### config.mk
export PLATFORM = sky130hd
export DESIGN_NAME = ifm_bank_scheduler_flat
export DESIGN_NICKNAME = d
export VERILOG_FILES = /design/src/rtl/ifm_bank_scheduler_if.sv /design/src/rtl/ifm_bank_scheduler.sv /design/src/flat_wrapper.sv
export SDC_FILE = /design/constraint.sdc
export NUM_CORES = 1
export LEC_CHECK = 0
export ABC_AREA = 0
export ABC_CLOCK_PERIOD_IN_PS = 1900
export CAP_MARGIN = 40
export CORE_MARGIN = 1
export CORE_UTILIZATION = 64
export CTS_BUF_LIST = sky130_fd_sc_hd__clkbuf_8 sky130_fd_sc_hd__clkbuf_16
export DETAILED_ROUTE_END_ITERATION = 12
export DONT_BUFFER_PORTS = 1
export GPL_TIMING_DRIVEN = 0
export PLACE_DENSITY = 0.83
export SETUP_SLACK_MARGIN = 0.5
export SLEW_MARGIN = 30
export SYNTH_ARGS = -nofsm -noshare
export SYNTH_HDL_FRONTEND = slang
export SYNTH_SLANG_ARGS = --single-unit
### constraint.sdc
create_clock -name clk -period 1.9 [get_ports clk]
set_input_delay 0.38 -clock clk [delete_from_list [all_inputs] [get_ports clk]]
set_output_delay 0.38 -clock clk [all_outputs]
set_load 0.1 [all_outputs]
### src/rtl/ifm_bank_scheduler_if.sv
// Producer/consumer handshake bundle for the IFM bank ring scheduler.
// master = scheduler side, slave = producer/consumer layer side.
interface ifm_bank_scheduler_if #(
   parameter int unsigned BANK_SEL_WIDTH = 1
);
   logic                      prod_done;
   logic                      prod_grant;
   logic [BANK_SEL_WIDTH-1:0] prod_wr_bank;
   logic                      cons_ready;
   logic                      cons_release;
   logic                      cons_start;
   logic [BANK_SEL_WIDTH-1:0] cons_rd_bank;

   modport master (
      input  prod_done,
      input  cons_ready,
      input  cons_release,
      output prod_grant,
      output prod_wr_bank,
      output cons_start,
      output cons_rd_bank
   );

   modport slave (
      output prod_done,
      output cons_ready,
      output cons_release,
      input  prod_grant,
      input  prod_wr_bank,
      input  cons_start,
      input  cons_rd_bank
   );
endinterface

### src/rtl/ifm_bank_scheduler.sv
// IFM bank ring scheduler: grants free banks to the producer layer, hands full banks to the
// consumer layer. Optional perf counters enabled by defining IFM_BANK_PERF_EN.
module ifm_bank_scheduler #(
   parameter int unsigned NUMBER_OF_BANKS = 2,
   parameter int unsigned FRAME_CNT_WIDTH = 16,
   localparam int unsigned BANK_SEL_WIDTH = $clog2(NUMBER_OF_BANKS)
) (
   input  logic                       clk,
   input  logic                       reset,
   ifm_bank_scheduler_if.master       bus,
   output logic [NUMBER_OF_BANKS-1:0] bank_full,
   output logic [FRAME_CNT_WIDTH-1:0] frame_count,
   output logic                       err_sticky
`ifdef IFM_BANK_PERF_EN
   ,
   output logic [15:0]                prod_stall_cycles,
   output logic [15:0]                cons_starve_cycles
`endif
);

   // FILLING is implicit: the bank at wp while the producer writes it stays FREE.
   typedef enum logic [1:0] {BankFree, BankFull, BankDraining} bank_e;
   typedef enum logic [0:0] {CIdle, CBusy} cons_e;

   bank_e                      bank_q [NUMBER_OF_BANKS];
   bank_e                      bank_d [NUMBER_OF_BANKS];
   cons_e                      state_q, state_d;
   logic [BANK_SEL_WIDTH-1:0]  wp_q, wp_d, rp_q, rp_d;
   logic                       cons_start_q, cons_start_d;
   logic [FRAME_CNT_WIDTH-1:0] frame_q, frame_d;
   logic                       err_q, err_d;
   logic                       grant;

   function automatic logic [BANK_SEL_WIDTH-1:0] ptr_inc(input logic [BANK_SEL_WIDTH-1:0] p);
      return (p == BANK_SEL_WIDTH'(NUMBER_OF_BANKS - 1)) ? '0 : p + 1'b1;
   endfunction

   assign grant = (bank_q[wp_q] == BankFree);

   always_comb begin
      bank_d       = bank_q;
      state_d      = state_q;
      wp_d         = wp_q;
      rp_d         = rp_q;
      cons_start_d = 1'b0;
      frame_d      = frame_q;
      err_d        = err_q;

      if (bus.prod_done) begin
         if (grant) begin
            bank_d[wp_q] = BankFull;
            wp_d         = ptr_inc(wp_q);
         end else begin
            err_d = 1'b1;
         end
      end

      // The consumer only ever touches bank[rp], which cannot be the FREE bank at wp.
      unique case (state_q)
         CIdle: begin
            if (bus.cons_release) err_d = 1'b1;
            if (bank_q[rp_q] == BankFull && bus.cons_ready) begin
               cons_start_d = 1'b1;
               bank_d[rp_q] = BankDraining;
               state_d      = CBusy;
            end
         end
         CBusy: begin
            if (bus.cons_release) begin
               bank_d[rp_q] = BankFree;
               rp_d         = ptr_inc(rp_q);
               frame_d      = frame_q + 1'b1;
               state_d      = CIdle;
            end
         end
         default: state_d = CIdle;
      endcase
   end

   always_ff @(posedge clk or posedge reset) begin
      if (reset) begin
         for (int i = 0; i < NUMBER_OF_BANKS; i++) bank_q[i] <= BankFree;
         state_q      <= CIdle;
         wp_q         <= '0;
         rp_q         <= '0;
         cons_start_q <= 1'b0;
         frame_q      <= '0;
         err_q        <= 1'b0;
      end else begin
         bank_q       <= bank_d;
         state_q      <= state_d;
         wp_q         <= wp_d;
         rp_q         <= rp_d;
         cons_start_q <= cons_start_d;
         frame_q      <= frame_d;
         err_q        <= err_d;
      end
   end

   always_comb begin
      bank_full = '0;
      for (int i = 0; i < NUMBER_OF_BANKS; i++) begin
         bank_full[i] = (bank_q[i] != BankFree);
      end
   end

   assign bus.prod_grant   = grant;
   assign bus.prod_wr_bank = wp_q;
   assign bus.cons_start   = cons_start_q;
   assign bus.cons_rd_bank = rp_q;
   assign frame_count      = frame_q;
   assign err_sticky       = err_q;

`ifdef IFM_BANK_PERF_EN
   logic [15:0] stall_q, stall_d, starve_q, starve_d;

   always_comb begin
      stall_d  = stall_q;
      starve_d = starve_q;
      if (!grant && stall_q != 16'hFFFF) stall_d = stall_q + 16'd1;
      if (state_q == CIdle && bus.cons_ready && bank_q[rp_q] != BankFull &&
          starve_q != 16'hFFFF) begin
         starve_d = starve_q + 16'd1;
      end
   end

   always_ff @(posedge clk or posedge reset) begin
      if (reset) begin
         stall_q  <= '0;
         starve_q <= '0;
      end else begin
         stall_q  <= stall_d;
         starve_q <= starve_d;
      end
   end

   assign prod_stall_cycles  = stall_q;
   assign cons_starve_cycles = starve_q;
`endif

endmodule
### src/flat_wrapper.sv
// flat-port wrapper written by rule: the top's interface ports become plain ports
module ifm_bank_scheduler_flat 
#(
   parameter int unsigned NUMBER_OF_BANKS = 2,
   parameter int unsigned FRAME_CNT_WIDTH = 16,
   localparam int unsigned BANK_SEL_WIDTH = $clog2(NUMBER_OF_BANKS)
)
  (clk, reset, bank_full, frame_count, err_sticky, bus_prod_done, bus_cons_ready, bus_cons_release, bus_prod_grant, bus_prod_wr_bank, bus_cons_start, bus_cons_rd_bank);
  ifm_bank_scheduler_if bus_i ();
  input  logic clk;
  input  logic reset;
  output logic [NUMBER_OF_BANKS-1:0] bank_full;
  output logic [FRAME_CNT_WIDTH-1:0] frame_count;
  output logic err_sticky;
  input wire logic [$bits(bus_i.prod_done)-1:0] bus_prod_done;
  input wire logic [$bits(bus_i.cons_ready)-1:0] bus_cons_ready;
  input wire logic [$bits(bus_i.cons_release)-1:0] bus_cons_release;
  output wire logic [$bits(bus_i.prod_grant)-1:0] bus_prod_grant;
  output wire logic [$bits(bus_i.prod_wr_bank)-1:0] bus_prod_wr_bank;
  output wire logic [$bits(bus_i.cons_start)-1:0] bus_cons_start;
  output wire logic [$bits(bus_i.cons_rd_bank)-1:0] bus_cons_rd_bank;
  assign bus_i.prod_done = bus_prod_done;
  assign bus_i.cons_ready = bus_cons_ready;
  assign bus_i.cons_release = bus_cons_release;
  assign bus_prod_grant = bus_i.prod_grant;
  assign bus_prod_wr_bank = bus_i.prod_wr_bank;
  assign bus_cons_start = bus_i.cons_start;
  assign bus_cons_rd_bank = bus_i.cons_rd_bank;
  ifm_bank_scheduler #(.NUMBER_OF_BANKS(NUMBER_OF_BANKS), .FRAME_CNT_WIDTH(FRAME_CNT_WIDTH)) u_core (.clk(clk), .reset(reset), .bus(bus_i), .bank_full(bank_full), .frame_count(frame_count), .err_sticky(err_sticky));
endmodule
==> impl_metrics.py, run 1 <==
metrics = {
    "synth": {
        "ys_seq_area_frac": 0.5631,
        "synth-compound-area-share": 0.07320,
        "synth_edf_count": 0,
        "synth-adder-area-share": 0.01126,
        "synth-xor-area-share": 0.1261,
        "syn_nets": 114,
        "synth.most_common_cell": "dfrtp_1",
        "synth_area_per_cell_um2": 10.29,
        "dominantRegCellSynth": "dfrtp_1",
        "yosysWarningCount": 0,
        "yosys.area.top_type": "dfrtp_1",
        "synthTopCellsByArea": "dfrtp_1 (56%), xnor2_1 (10%), nand2_1 (4.4%)",
        "async_flop_share": 1.000,
        "synthTopCellsByCount": "dfrtp_1 (25), nand2_1 (13), xnor2_1 (13)",
        "synthMuxAreaShare": 0,
        "netlist_instances": 108,
        "synth-simple-area-share": 0.1959,
        "synth_area_mm2": 0.001111,
        "synth_seq_cells": 25,
        "synth_cell_type_count": 23,
        "synth_top_family_by_area": "simple AND/OR/NAND/NOR gates",
        "yosysTopAreaCellShare": 0.5631,
    },
    "status": {
        "haltStage": "global routing (5_1_grt)",
        "outcome": "stopped before the end",
        "stop_error": "[ERROR DPL-0038] Utilization greater than 100%, impossible to legalize",
    },
    "placed_design": {
        "post-dp-hpwl_um": 1610,
        "finalWeightedCongestion": 0.8299,
        "io_buffer_count": 0,
    },
    "sta": {
        "crit_endpoint": "bus_prod_grant",
        "worstEpCategory": "primary output",
    },
    "clock_network": {
        "holdBufCountCts": 0,
        "clk_path_buf_depth": 2,
        "numClockSinks": 25,
        "cts_root_buf": "clkbuf_8",
        "cts_buffers": 3,
        "h-tree-depth": 1,
    },
    "die": {
        "row_count": 14,
        "die-height_um": 43.67,
        "io_pins": 28,
        "initial_utilization": 0.7127,
        "dieWidth_um": 43.67,
    },
    "grt": {
        "grt_max_degree": 16,
    },
}
-- cell families after synthesis --
family | after synthesis
xor+xnor | 16
flops | 25
buf+inv | 9
compound gates | 15
fa+ha+maj | 1
simple gates | 42
-- metrics by stage --
step	setup TNS [ns]	area [um2]	instances	worst slack, ns
2_1_floorplan	-0.1622	1185	108	-0.1245
3_3_place_gp	-0.2640	1205	124	-0.1747
3_5_place_dp	0	1280	129	0.1786
4_1_cts	-0.02401	1461	142	-0.02401
-- what timing repair did --
item	in CTS
gates resized for setup	20
pin swaps	9
cloned	0
endpoints found under the setup margin	18
setup buffers	9
==> inputs of run 2 (changes only) <==
CORE_AREA = 2 2 63 65   (was unset)
CORE_MARGIN = unset   (was 1)
CORE_UTILIZATION = unset   (was 64)
CTS_BUF_LIST = unset   (was sky130_fd_sc_hd__clkbuf_8 sky130_fd_sc_hd__clkbuf_16)
DIE_AREA = 0 0 65 67   (was unset)
PLACE_DENSITY = unset   (was 0.83)
PLACE_DENSITY_LB_ADDON = 0.15   (was unset)
SETUP_SLACK_MARGIN = unset   (was 0.5)
==> run 2 against run 1 <==
Against the previous run:
- the flow now finishes, with violations (setup timing)
- synthesized cell count unchanged
- area after synthesis unchanged
==> impl_metrics.py, run 2 <==
metrics = {
    "synth": {
        "yosys.area.top_type": "dfrtp_1",
        "synth_cell_type_count": 23,
        "async_flop_share": 1.000,
        "yosysTopAreaCellShare": 0.5631,
        "syn_nets": 114,
        "synthTopCellsByArea": "dfrtp_1 (56%), xnor2_1 (10%), nand2_1 (4.4%)",
        "synth.most_common_cell": "dfrtp_1",
        "netlist_instances": 108,
        "synth_edf_count": 0,
        "synth_seq_cells": 25,
        "yosysWarningCount": 0,
        "synthTopCellsByCount": "dfrtp_1 (25), nand2_1 (13), xnor2_1 (13)",
        "synth_area_mm2": 0.001111,
        "synth_area_per_cell_um2": 10.29,
        "ys_seq_area_frac": 0.5631,
        "dominantRegCellSynth": "dfrtp_1",
    },
    "status": {
        "violations": "setup timing",
        "outcome": "complete, but fails checks",
    },
    "routing": {
        "vias": 869,
        "remaining_drc_errors": 0,
        "wl_per_cell_um": 12.96,
        "firstDrtPassIters": 4,
        "drt-total-wl_um": 2424,
        "via_per_inst": 4.647,
        "ant_nets": 0,
        "drtIter0Drc": 26,
    },
    "sta": {
        "whs_ns": 0.02059,
        "finalSetupViolations": 1,
        "hold_viol_final": 0,
        "skew_ns": 0.002115,
        "tightest_slew_ns": 0.8930,
        "fmax_mhz": 519.3,
        "period_share": 1.014,
        "setup_slack_ns": -0.02570,
        "rsz0062_at_grt": "yes",
        "period_needed_ns": 1.926,
        "slew_violations": 0,
        "relSlewSlack": 0.4047,
        "fin_tns_setup_ns": -0.02570,
    },
    "pwr": {
        "p_int_mw": 1.188,
        "p_sw_frac": 0.5176,
        "peakVddDrop_v": 0.0007264,
        "p_leak_nw": 0.7228,
        "p_comb_frac": 0.405,
        "switchingPower_mw": 1.275,
        "powerDensity_mw_per_mm2": 1479,
        "share_seq_of_total_power": 0.466,
        "pwr-share-clk": 0.128,
    },
    "placed_design": {
        "io_buffer_count": 0,
        "post-dp-hpwl_um": 1858,
        "finalWeightedCongestion": 0.6834,
    },
    "grt": {
        "grt_max_degree": 16,
        "grt_pass1_wl_um": 4215,
        "antenna_found_initial": 0,
        "grtUsageTotal": 0.1281,
        "grt_overflow_total": 0,
        "grt_pass1_vias": 895,
    },
    "layout": {
        "layout.nets": 146,
        "drive_above_1_share": 0.2518,
        "diodes": 0,
        "final_cell_mix": "dfrtp_1 (17), nand2_1 (13), xnor2_1 (13)",
        "largest_reg_flops": 16,
        "area_growth_pct": 49.89,
        "layout_commonest_cell": "dfrtp_1",
    },
    "clock_network": {
        "clk_latency_ns": 0.26,
        "cts_root_buf": "clkbuf_8",
        "h-tree-depth": 1,
        "clk_pin_slew_ns": 0.09,
        "cts_tree": "done",
        "cts_buffers": 3,
        "clk_path_buf_depth": 2,
        "numClockSinks": 25,
    },
    "die": {
        "io_pins": 28,
        "coreArea_mm2": 0.003606,
        "row_count": 22,
        "die-area_mm2": 0.004355,
        "die-height_um": 67,
        "initial_utilization": 0.3081,
        "dieWidth_um": 65,
    },
    "setup_path": {
        "worst-path-stages": 1,
        "cpLargestDelayFamily": "flip-flops",
        "critical-path-slowest-cell": "dfrtp_4",
        "crit_path_start_kind": "register",
        "cp-endpoint": "bus_prod_grant",
        "r2r_end": "u_core.frame_count[13]",
        "reg2reg_depth": 4,
        "worstPathRequired_ns": 1.52,
        "crit_start": "u_core.bus.prod_wr_bank",
        "worst-setup-path-type": "reg2out",
        "end_kind": "primary output",
        "crit_buf_inv": 0,
        "slowest_delay_ns": 0.65,
        "critPathArrivalTime_ns": 1.55,
        "r2r_setup_slack_ns": 0.16,
        "path_cells": "o21ai_4",
        "worst-path-max-fanout": 7,
        "r2r-start": "u_core.frame_count[3]",
    },
    "worst_hold_path": {
        "hold_path_class": "in2async",
    },
    "flow_run": {
        "cap_violations": 0,
    },
}
==> run 2: cell counts after synthesis <==
Identical to the previous run, type by type.
==> run 2: cell type report <==
type | count | area (um2)
Buffer | 2 | 7.507
Clock buffer | 4 | 45.04
Fill cell | 344 | 1941
Inverter | 7 | 26.28
Multi-Input combinational cell | 74 | 465.4
Sequential cell | 25 | 638.1
Tap cell | 48 | 60.06
Timing Repair Buffer | 27 | 422.9
==> run 2: cell families (layout without fill, tap and decap cells) <==
| logic type | count (synthesis) | count (layout) | synth area share |
|---|---|---|---|
| adder cells (fa/ha/maj) | 1 | 1 | 0.01126 |
| flip-flops | 25 | 25 | 0.5631 |
| buffers and inverters | 9 | 40 | 0.03041 |
| AO/OA/AOI/OAI | 15 | 15 | 0.07320 |
| XOR/XNOR | 16 | 16 | 0.1261 |
| AND/OR/NAND/NOR | 42 | 42 | 0.1960 |
==> run 2: power groups by stage <==
stage / Clock, mW / Combinational (mW) / Sequential, mW
floorplan: 0 / 0.502 / 1.25
global placement: 0 / 0.555 / 1.29
detailed placement: 0 / 0.932 / 1.16
CTS: 0.328 / 1.01 / 1.15
global route: 0.360 / 1.07 / 1.17
finish: 0.316 / 0.999 / 1.15
==> run 2: worst min path at each step <==
stage                              endpoint  slack, ns  depth (start not counted)
finish               u_core.frame_count[15]       0.02                          1
global route          u_core.frame_count[9]       0.04                          1
CTS                  u_core.frame_count[10]       0.04                          1
detailed placement   u_core.frame_count[14]       0.33                          1
global placement    u_core.bus.prod_wr_bank       0.49                          1
floorplan                  u_core.bank_q[0]       0.41                          1
==> run 2: metal layers <==
metal  global-route usage  wire (um)  vias to the layer above
met4              0.05585         20                        0
met2               0.2152       1274                       12
met3              0.03209         89                        2
met5                    0          0                        -
li1                     -          -                      426
met1               0.1551       1040                      429
==> run 2: metrics by stage <==
step	area, um2	utilization	power, mW	setup WS, ns	cells
floorplan	1131	-	1.750	-0.1245	108
detailed placement	1558	0.4320	2.092	0.1584	177
global placement	1191	0.3303	1.842	-0.1850	156
CTS	1633	0.4528	2.483	-0.03325	184
finish	1665	0.4618	2.463	-0.02570	187
global route	1665	0.4618	2.599	-0.06615	187
==> run 2: timing repair <==
| action | in CTS | in global routing |
|---|---|---|
| setup buffers | 4 | 0 |
| resized for setup | 3 | 0 |
| pin swaps | 2 | 0 |
| hold buffers | 0 | 0 |
| endpoints found under the setup margin | 1 | 1 |
(Power assumes the default switching activity.)
